$ cat config.mk
export PLATFORM = sky130hd
export DESIGN_NAME = otter_mem_arbiter
export DESIGN_NICKNAME = d
export VERILOG_FILES = /design/src/rtl/otter_arb_pkg.sv /design/src/rtl/otter_arb_starve_ctr.sv /design/src/rtl/otter_mem_arbiter.sv
export SDC_FILE = /design/constraint.sdc
export NUM_CORES = 1
export LEC_CHECK = 0
export CORE_AREA = 5 5 104 106
export CTS_CLUSTER_DIAMETER = 30
export DETAILED_ROUTE_END_ITERATION = 8
export DIE_AREA = 0 0 109 111
export PLACE_DENSITY = 0.68
export SYNTH_ARGS = -nofsm -noshare
export SYNTH_HDL_FRONTEND = slang
export SYNTH_SLANG_ARGS = --single-unit
$ cat constraint.sdc
create_clock -name CLK -period 2.35 [get_ports CLK]
set_clock_uncertainty 0.15 [all_clocks]
set_input_delay 0.3525 -clock CLK [delete_from_list [all_inputs] [get_ports CLK]]
set_output_delay 0.3525 -clock CLK [all_outputs]
set_load 0.02 [all_outputs]
$ cat src/rtl/otter_arb_pkg.sv
// rtl/otter_arb_pkg.sv - shared types and constants for the OTTER memory arbiter
//
// Purpose: state and owner encodings used by otter_mem_arbiter, plus the
//          all-ones byte-enable pattern driven for instruction fetches.
// Ports:   none (package).

package otter_arb_pkg;

    typedef enum logic [1:0] {
        ST_IDLE = 2'd0,
        ST_REQ  = 2'd1,
        ST_WAIT = 2'd2
    } arb_state_t;

    typedef enum logic [1:0] {
        OWN_NONE = 2'd0,
        OWN_I    = 2'd1,
        OWN_D    = 2'd2
    } arb_owner_t;

    // Wide enough for any DW up to 512; the arbiter slices off DW/8 bits.
    localparam int          FETCH_BE_MAXW = 64;
    localparam logic [63:0] FETCH_BE_ALL  = '1;

endpackage

$ cat src/rtl/otter_arb_starve_ctr.sv
// rtl/otter_arb_starve_ctr.sv - saturating count of data grants taken while fetch waits
//
// Purpose: counts data grants issued while a fetch is pending; once the count
//          reaches STARVE_MAX, hit stays high until a fetch grant clears it.
// Ports:
//   CLK, RST_N  clock and asynchronous active-low reset
//   inc         a data grant happened this cycle while if_req was pending
//   clr         a fetch grant happened this cycle
//   hit         count has reached STARVE_MAX; fetch must win next arbitration

module otter_arb_starve_ctr #(
    parameter int STARVE_MAX = 4
) (
    input  logic CLK,
    input  logic RST_N,
    input  logic inc,
    input  logic clr,
    output logic hit
);

    // A limit of zero would make the counter meaningless; treat it as one.
    localparam int LIM = (STARVE_MAX < 1) ? 1 : STARVE_MAX;
    localparam int CW  = $clog2(LIM + 1);
    localparam logic [CW-1:0] LIM_C = CW'(LIM);

    logic [CW-1:0] count_q;

    always_ff @(posedge CLK or negedge RST_N) begin
        if (!RST_N) begin
            count_q <= '0;
        end else if (clr) begin
            count_q <= '0;
        end else if (inc && (count_q != LIM_C)) begin
            count_q <= count_q + 1'b1;
        end
    end

    assign hit = (count_q == LIM_C);

endmodule

$ cat src/rtl/otter_mem_arbiter.sv
// rtl/otter_mem_arbiter.sv - IF/MEM arbiter for the shared single-port OTTER memory
//
// Purpose: one outstanding transaction at a time between instruction fetch
//          and data memory; data wins ties. Optional fetch anti-starvation
//          guard enabled by defining OTTER_ARB_STARVE_GUARD_EN.
// Ports:
//   CLK, RST_N                          clock, asynchronous active-low reset
//   if_req/if_addr/if_kill              fetch request, address, flush
//   if_rdata/if_valid                   fetch response
//   d_req/d_we/d_addr/d_wdata/d_be      data request
//   d_rdata/d_valid                     data response (loads and stores)
//   mem_req/mem_we/mem_addr/
//   mem_wdata/mem_be/mem_gnt            memory request channel
//   mem_rvalid/mem_rdata                memory response channel
//   stall_F/stall_M                     pipeline stall outputs

module otter_mem_arbiter
    import otter_arb_pkg::*;
#(
    parameter int AW         = 32,
    parameter int DW         = 32,
    parameter int STARVE_MAX = 4
) (
    input  logic            CLK,
    input  logic            RST_N,
    input  logic            if_req,
    input  logic [AW-1:0]   if_addr,
    input  logic            if_kill,
    output logic [DW-1:0]   if_rdata,
    output logic            if_valid,
    input  logic            d_req,
    input  logic            d_we,
    input  logic [AW-1:0]   d_addr,
    input  logic [DW-1:0]   d_wdata,
    input  logic [DW/8-1:0] d_be,
    output logic [DW-1:0]   d_rdata,
    output logic            d_valid,
    output logic            mem_req,
    output logic            mem_we,
    output logic [AW-1:0]   mem_addr,
    output logic [DW-1:0]   mem_wdata,
    output logic [DW/8-1:0] mem_be,
    input  logic            mem_gnt,
    input  logic            mem_rvalid,
    input  logic [DW-1:0]   mem_rdata,
    output logic            stall_F,
    output logic            stall_M
);

    localparam int BEW = DW / 8;
    localparam logic [BEW-1:0] FETCH_BE = FETCH_BE_ALL[BEW-1:0];

    arb_state_t state_q, state_d;
    arb_owner_t owner_q, owner_d;
    logic       kill_q, kill_d;

    arb_owner_t winner;
    arb_owner_t sel_owner;
    logic       starve_hit;
    logic       req_int;
    logic       grant;
    logic       rsp;

    // Arbitration is only consulted in IDLE; a locked owner is never preempted.
    always_comb begin
        winner = OWN_NONE;
        if (starve_hit && if_req) begin
            winner = OWN_I;
        end else if (d_req) begin
            winner = OWN_D;
        end else if (if_req) begin
            winner = OWN_I;
        end
    end

    assign sel_owner = (state_q == ST_IDLE) ? winner : owner_q;

    // IDLE issues the winner combinationally so a granted request costs no
    // extra cycle. Reset masks it so the memory sees nothing while held.
    assign req_int = RST_N &&
                     (((state_q == ST_IDLE) && (winner != OWN_NONE)) ||
                      (state_q == ST_REQ));
    assign grant   = req_int && mem_gnt;
    assign rsp     = (state_q == ST_WAIT) && mem_rvalid;

`ifdef OTTER_ARB_STARVE_GUARD_EN
    logic data_gnt;
    logic fetch_gnt;

    assign data_gnt  = grant && (sel_owner == OWN_D);
    assign fetch_gnt = grant && (sel_owner == OWN_I);

    otter_arb_starve_ctr #(
        .STARVE_MAX (STARVE_MAX)
    ) u_starve_ctr (
        .CLK   (CLK),
        .RST_N (RST_N),
        .inc   (data_gnt && if_req),
        .clr   (fetch_gnt),
        .hit   (starve_hit)
    );
`else
    // Strict data priority: the fetch is never forced ahead of data.
    assign starve_hit = (STARVE_MAX < 0);
`endif

    always_comb begin
        mem_req   = req_int;
        mem_we    = 1'b0;
        mem_addr  = '0;
        mem_wdata = '0;
        mem_be    = '0;
        if (req_int) begin
            case (sel_owner)
                OWN_D: begin
                    mem_we    = d_we;
                    mem_addr  = d_addr;
                    mem_wdata = d_wdata;
                    mem_be    = d_be;
                end
                OWN_I: begin
                    mem_addr  = if_addr;
                    mem_be    = FETCH_BE;
                end
                default: begin
                end
            endcase
        end
    end

    // A kill arriving together with the response suppresses it as well as a
    // kill recorded earlier in the transaction.
    assign if_valid = rsp && (owner_q == OWN_I) && !kill_q && !if_kill;
    assign d_valid  = rsp && (owner_q == OWN_D);
    assign if_rdata = if_valid ? mem_rdata : '0;
    assign d_rdata  = d_valid  ? mem_rdata : '0;

    assign stall_F = if_req & ~if_valid;
    assign stall_M = d_req  & ~d_valid;

    always_comb begin
        state_d = state_q;
        owner_d = owner_q;
        kill_d  = kill_q;

        if ((state_q != ST_IDLE) && (owner_q == OWN_I) && if_kill) begin
            kill_d = 1'b1;
        end

        case (state_q)
            ST_IDLE: begin
                if (winner != OWN_NONE) begin
                    owner_d = winner;
                    state_d = mem_gnt ? ST_WAIT : ST_REQ;
                end
            end
            ST_REQ: begin
                if (mem_gnt) begin
                    state_d = ST_WAIT;
                end
            end
            ST_WAIT: begin
                // No new request here: the slot after the response is idle.
                if (mem_rvalid) begin
                    state_d = ST_IDLE;
                    owner_d = OWN_NONE;
                    kill_d  = 1'b0;
                end
            end
            default: begin
                state_d = ST_IDLE;
                owner_d = OWN_NONE;
                kill_d  = 1'b0;
            end
        endcase
    end

    always_ff @(posedge CLK or negedge RST_N) begin
        if (!RST_N) begin
            state_q <= ST_IDLE;
            owner_q <= OWN_NONE;
            kill_q  <= 1'b0;
        end else begin
            state_q <= state_d;
            owner_q <= owner_d;
            kill_q  <= kill_d;
        end
    end

endmodule

# After elaboration in Yosys (flattened, before gate mapping)
# Cells that the tools add are included.
# W data, S select, Z words.
[classes]
reduce_logical = 18
mux = 23
bitwise = 5
n_eq_ne = 9
[op_table]
columns = ["op", "n"]
rows = [
  ["$mux W32", 5],
  ["$pmux W32 S2", 1],
  ["$mux W2", 7],
  ["$pmux W2 S3", 2],
  ["$logic_and A1 B1 Y1", 9],
  ["$pmux W4 S2", 1],
  ["$eq A2 B1 Y1 const B", 3],
  ["$eq A2 B2 Y1 const B", 3],
  ["$reduce_and A3 Y1", 2],
  ["$mux W1", 5],
  ["$mux W4", 1],
  ["$ne A2 B2 Y1 const B", 2],
  ["$reduce_bool A2 Y1", 2],
  ["$not A1 Y1", 3],
  ["$and A1 B1 Y1", 2],
  ["$logic_not A1 Y1", 2],
  ["$logic_not A2 Y1", 1],
  ["$ne A2 B1 Y1 const B", 1],
  ["$pmux W1 S2", 1],
  ["$reduce_or A2 Y1", 1],
  ["$logic_or A1 B1 Y1", 1],
]
[totals]
output_inout_bits = 138
word_cells = 58
reg_bits = 5
in_bits = 140

# Logic depth before layout (Yosys ltp)
# Gate-level depths: netlist (run 1).
[depth]
word_depth = 7
mapped_depth = 9

# Least setup slack after synthesis (run 1)
# OpenSTA, ideal clock, no wires.
[synth_timing]
kind = "register -> output"
from = "register state_q[1]"
to = "output port mem_addr[10]"
n_path_buf = 3
required_time_ns = 1.847
path_slack_ns = -0.458
arrival_ns = 2.305
stages_incl_launch_ff = 9
cell_sequence = "dfrtp_1 > buf_4 > nor4b_1 > a21oi_1 > ha_1 > or4b_1 > buf_4 > buf_6 > nor2_1"
[synth_between]
elab_chain_len = 5
elab_cells_between_ends = 10
cone_classes = "eq/ne: 3; mux: 3; reduce/logical: 4"
[synth_lines]
columns = ["element", "line_no", "text"]
rows = [
  ["from (decl)", "otter_mem_arbiter.sv:53", "arb_state_t state_q, state_d;"],
  ["from (signal assigned)", "otter_mem_arbiter.sv:184", "state_q <= state_d;"],
  ["$logic_not A2 Y1", "otter_mem_arbiter.sv:76, otter_mem_arbiter.sv:81", ""],
  ["$mux W2 / $logic_and A1 B1 Y1 (equally long branches)", "otter_mem_arbiter.sv:76, otter_mem_arbiter.sv:81", ""],
  ["$eq A2 B1 Y1 (tied with other cells)", "otter_mem_arbiter.sv:114", "case (sel_owner)"],
  ["$pmux W32 S2 / $logic_and A1 B1 Y1 (equally long branches)", "otter_mem_arbiter.sv:114, otter_mem_arbiter.sv:80", ""],
  ["$mux W32 *", "otter_mem_arbiter.sv:113", "if (req_int) begin"],
  ["to (decl)", "otter_mem_arbiter.sv:40", "output logic [AW-1:0] mem_addr,"],
]
# Mark *: on every way between the ends. The rest lies on a longest branch, timed or not.

# Worst setup path in the final report (run 1)
[layout_timing]
from = "register state_q[0]"
to = "output port mem_addr[0]"
# Same word-level chain as after synthesis.

==> metrics, run 1 <==
nature of the critical path endpoint=output pin; final setup margin=-0.631 ns; 1st-iter DRT viols=between 60 and 70; crit path kind=reg2out; Worst setup SP type=register; RSZ-0062 raised after global routing=true; Post-synth EDFFs=0; Worst Tran Pin Value=approximately 0.44 ns; initial core utilization=15.7%; Area Overhead vs Synth=299%; number of diodes=0; CTS buffer count=3; latest clock arrival within the worst-skew pair=around 0.23 ns; worst slack at placement=-1.23 ns; clk slew on worst S/H paths=about 0.05 ns; Worst slew margin=70.7%; Final #Nets=~710; final setup vio count=roughly 140; worst reg2reg path endpoint=state_q[1]; Internal=1.42 mW; Final Hold Viols=0; total clock sinks=5; switching pwr=around 1.0 mW; row cnt=36; die height=~110 um; RePlAce Congestion=0.778; Ys Warns=0; register share of total power=between 5 and 6%; VDD IR-drop max=~0.23 mV; DRC=0; clk buf depth=2; R2R Setup Slk=around 0.92 ns; placed wire-length estimate=9.08 mm; H-tree levels=1; pwr dens=roughly 400 mW/mm^2; reg-to-reg critical path startpoint=state_q[0]; antenna violations before repair=0; Inst Count DP=between 600 and 700; core box area=around 0.0097 mm^2; Max-Cap Viols=0; register area share after synthesis=between 8 and 9%; switch share=about two fifths; Synth async-reset ratio=100%; Synth Register Bits=5; cell area after layout=0.00607 mm^2; die area=~0.012 mm^2; DR WL/cell=19.2 um; dominant synthesized flop cell=dfrtp_1; FF-to-FF path depth=5; CTS root buf=clkbuf_8; max-slew violations=0; CP arrival=around 2.5 ns; die width=109 um; Avg Vias per Cell=4.49; post-synthesis net count=about 380; CP Max Fanout=6; CTS tree=done; GR Overflow Total=0; Pleak=about 2.6 nW; DR pass1 iterations=4; number of global-route vias before repair=approximately 3500; most common cell after layout, fill and taps aside=clkdlybuf4s50_1; most frequent cells in the layout=clkdlybuf4s50_1 (137), buf_6 (128), buf_4 (61), and2_1 (43), nor2_4 (37); Total GRT Usage=a little over a fifth; period utilization=127%; Non-Filler Instances=approximately 700; I/O Pins=around 280; Final min period=between 2 and 3 ns; status=finished, violations left; IO Port Bufs=around 280; Comb pwr share=87.6%; final design utilization=a little over three fifths; Min-Delay Path Class=in2async; largest net degree at the start of global routing=37; violated checks=setup timing; total power=about 2.4 mW; drt total wl=roughly 13 mm; syn avg cell area=6.44 um^2; first-pass GRT wire length=approximately 20 mm; Max Clk Rate=between 0.3 and 0.4 GHz; Clk pwr share=7.0%; synthesized instance count=around 240; routed vias=~3200; layout cells sized above 1=around 57%; unique cell type count in the Yosys netlist=31; Post-DP Area=0.00487 mm^2; Final ANT Viol Nets=0; Cell Area, Synth=roughly 0.0015 mm^2; WP data required=about 1.9 ns
==> per-layer routing <==
metal | wire length [um] | share of wire, % | GRT usage, %
met5 | 0 | 0 | 0
met4 | 441 | 3.3 | 6.99
met3 | 1590 | 12 | 8.04
met2 | 7100 | 53 | 39.7
met1 | 4360 | 32 | 20.0
==> worst max path at each step <==
stage                        end        from
floorplan           mem_addr[10]  state_q[1]
global placement    mem_addr[31]       d_req
detailed placement     mem_be[1]       d_req
CTS                  mem_addr[2]  state_q[0]
global route         mem_addr[0]  state_q[0]
finish               mem_addr[0]  state_q[0]
==> worst max-delay path, stage by stage, from the launching register on <==
cell	delay (ns)
dfrtp_2	0.48
or2_4	0.30
nand2_2	0.07
nand2_2	0.07
ha_4	0.23
or4b_4	0.55
buf_12	0.18
buf_16	0.15
nor2_4	0.09
buf_6	0.12
==> synth_stat cells (2+ instances only) <==
| master | n | area share, % |
|---|---|---|
| and3_1 | 33 | 14 |
| inv_1 | 5 | 1.2 |
| a21oi_1 | 5 | 1.6 |
| nor2_2 | 2 | 0.82 |
| clkbuf_1 | 18 | 4.4 |
| nand2b_1 | 4 | 1.6 |
| nor3_2 | 2 | 1.3 |
| dfrtp_1 | 5 | 8.2 |
| ha_1 | 2 | 1.6 |
| buf_2 | 2 | 0.66 |
| a22oi_1 | 32 | 16 |
| buf_4 | 3 | 1.5 |
| nand2_1 | 3 | 0.74 |
| buf_6 | 3 | 2.2 |
| o21ai_0 | 2 | 0.66 |
| and2_1 | 65 | 27 |
| nor2_1 | 36 | 8.9 |
==> registers in the layout (all words and copies together), names as in the netlist <==
register / cells
owner_q: 2
state_q: 2
kill_q: 1
==> cell families after synthesis <==
logic type | count (synthesis) | synth area share [%]
and+or+nand+nor | 154 | 59.4
AOI/OAI and AO/OA | 44 | 20.7
buffers and inverters | 31 | 10.0
DFF | 5 | 8.24
adders and majority gates | 2 | 1.65
==> cell type report <==
type	count	area (um^2)
flip-flops and latches	5	128
clock inverters	1	5.00
inverters	5	18.8
multi-input cells	200	1790
well taps	133	166
repair buffers	355	3920
clock buffers	3	41.3
fillers	772	3620
==> power by group through the flow <==
stage / clock network [mW] / logic (mW) / registers (mW)
3_3_place_gp: 0 / 1.39 / 0.126
3_5_place_dp: 0 / 1.41 / 0.128
2_1_floorplan: 0 / 0.737 / 0.121
6_report: 0.169 / 2.12 / 0.131
4_1_cts: 0.170 / 2.10 / 0.131
5_1_grt: 0.174 / 2.23 / 0.134
==> metrics by stage <==
step / hold WS, ns / setup TNS, ns
finish: 0.289 / -42.74
global route: 0.320 / -51.93
CTS: 0.287 / -38.53
detailed placement: 0.405 / -87.29
global placement: 0.388 / -85.28
floorplan: -0.0931 / -9.03
==> what timing repair did <==
| item | 4_1_cts | 5_1_grt |
|---|---|---|
| gates resized for setup | 862 | 33 |
| hold buffers | 0 | 0 |
| setup buffers | 35 | 6 |
| endpoints found under the setup margin | 137 | 138 |
| pin swaps | 12 | 5 |
| cloned | 16 | 0 |
(Power assumes the default switching activity.)
==> run 2, diff against run 1 <==
--- a/config.mk
+++ b/config.mk
@@ -10,6 +10,7 @@
 export DETAILED_ROUTE_END_ITERATION = 8
 export DIE_AREA = 0 0 109 111
 export PLACE_DENSITY = 0.68
+export SLEW_MARGIN = 20
 export SYNTH_ARGS = -nofsm -noshare
 export SYNTH_HDL_FRONTEND = slang
 export SYNTH_SLANG_ARGS = --single-unit
==> results of run 2 <==
Final layout, timing and power as in run 1 (identical DEF).
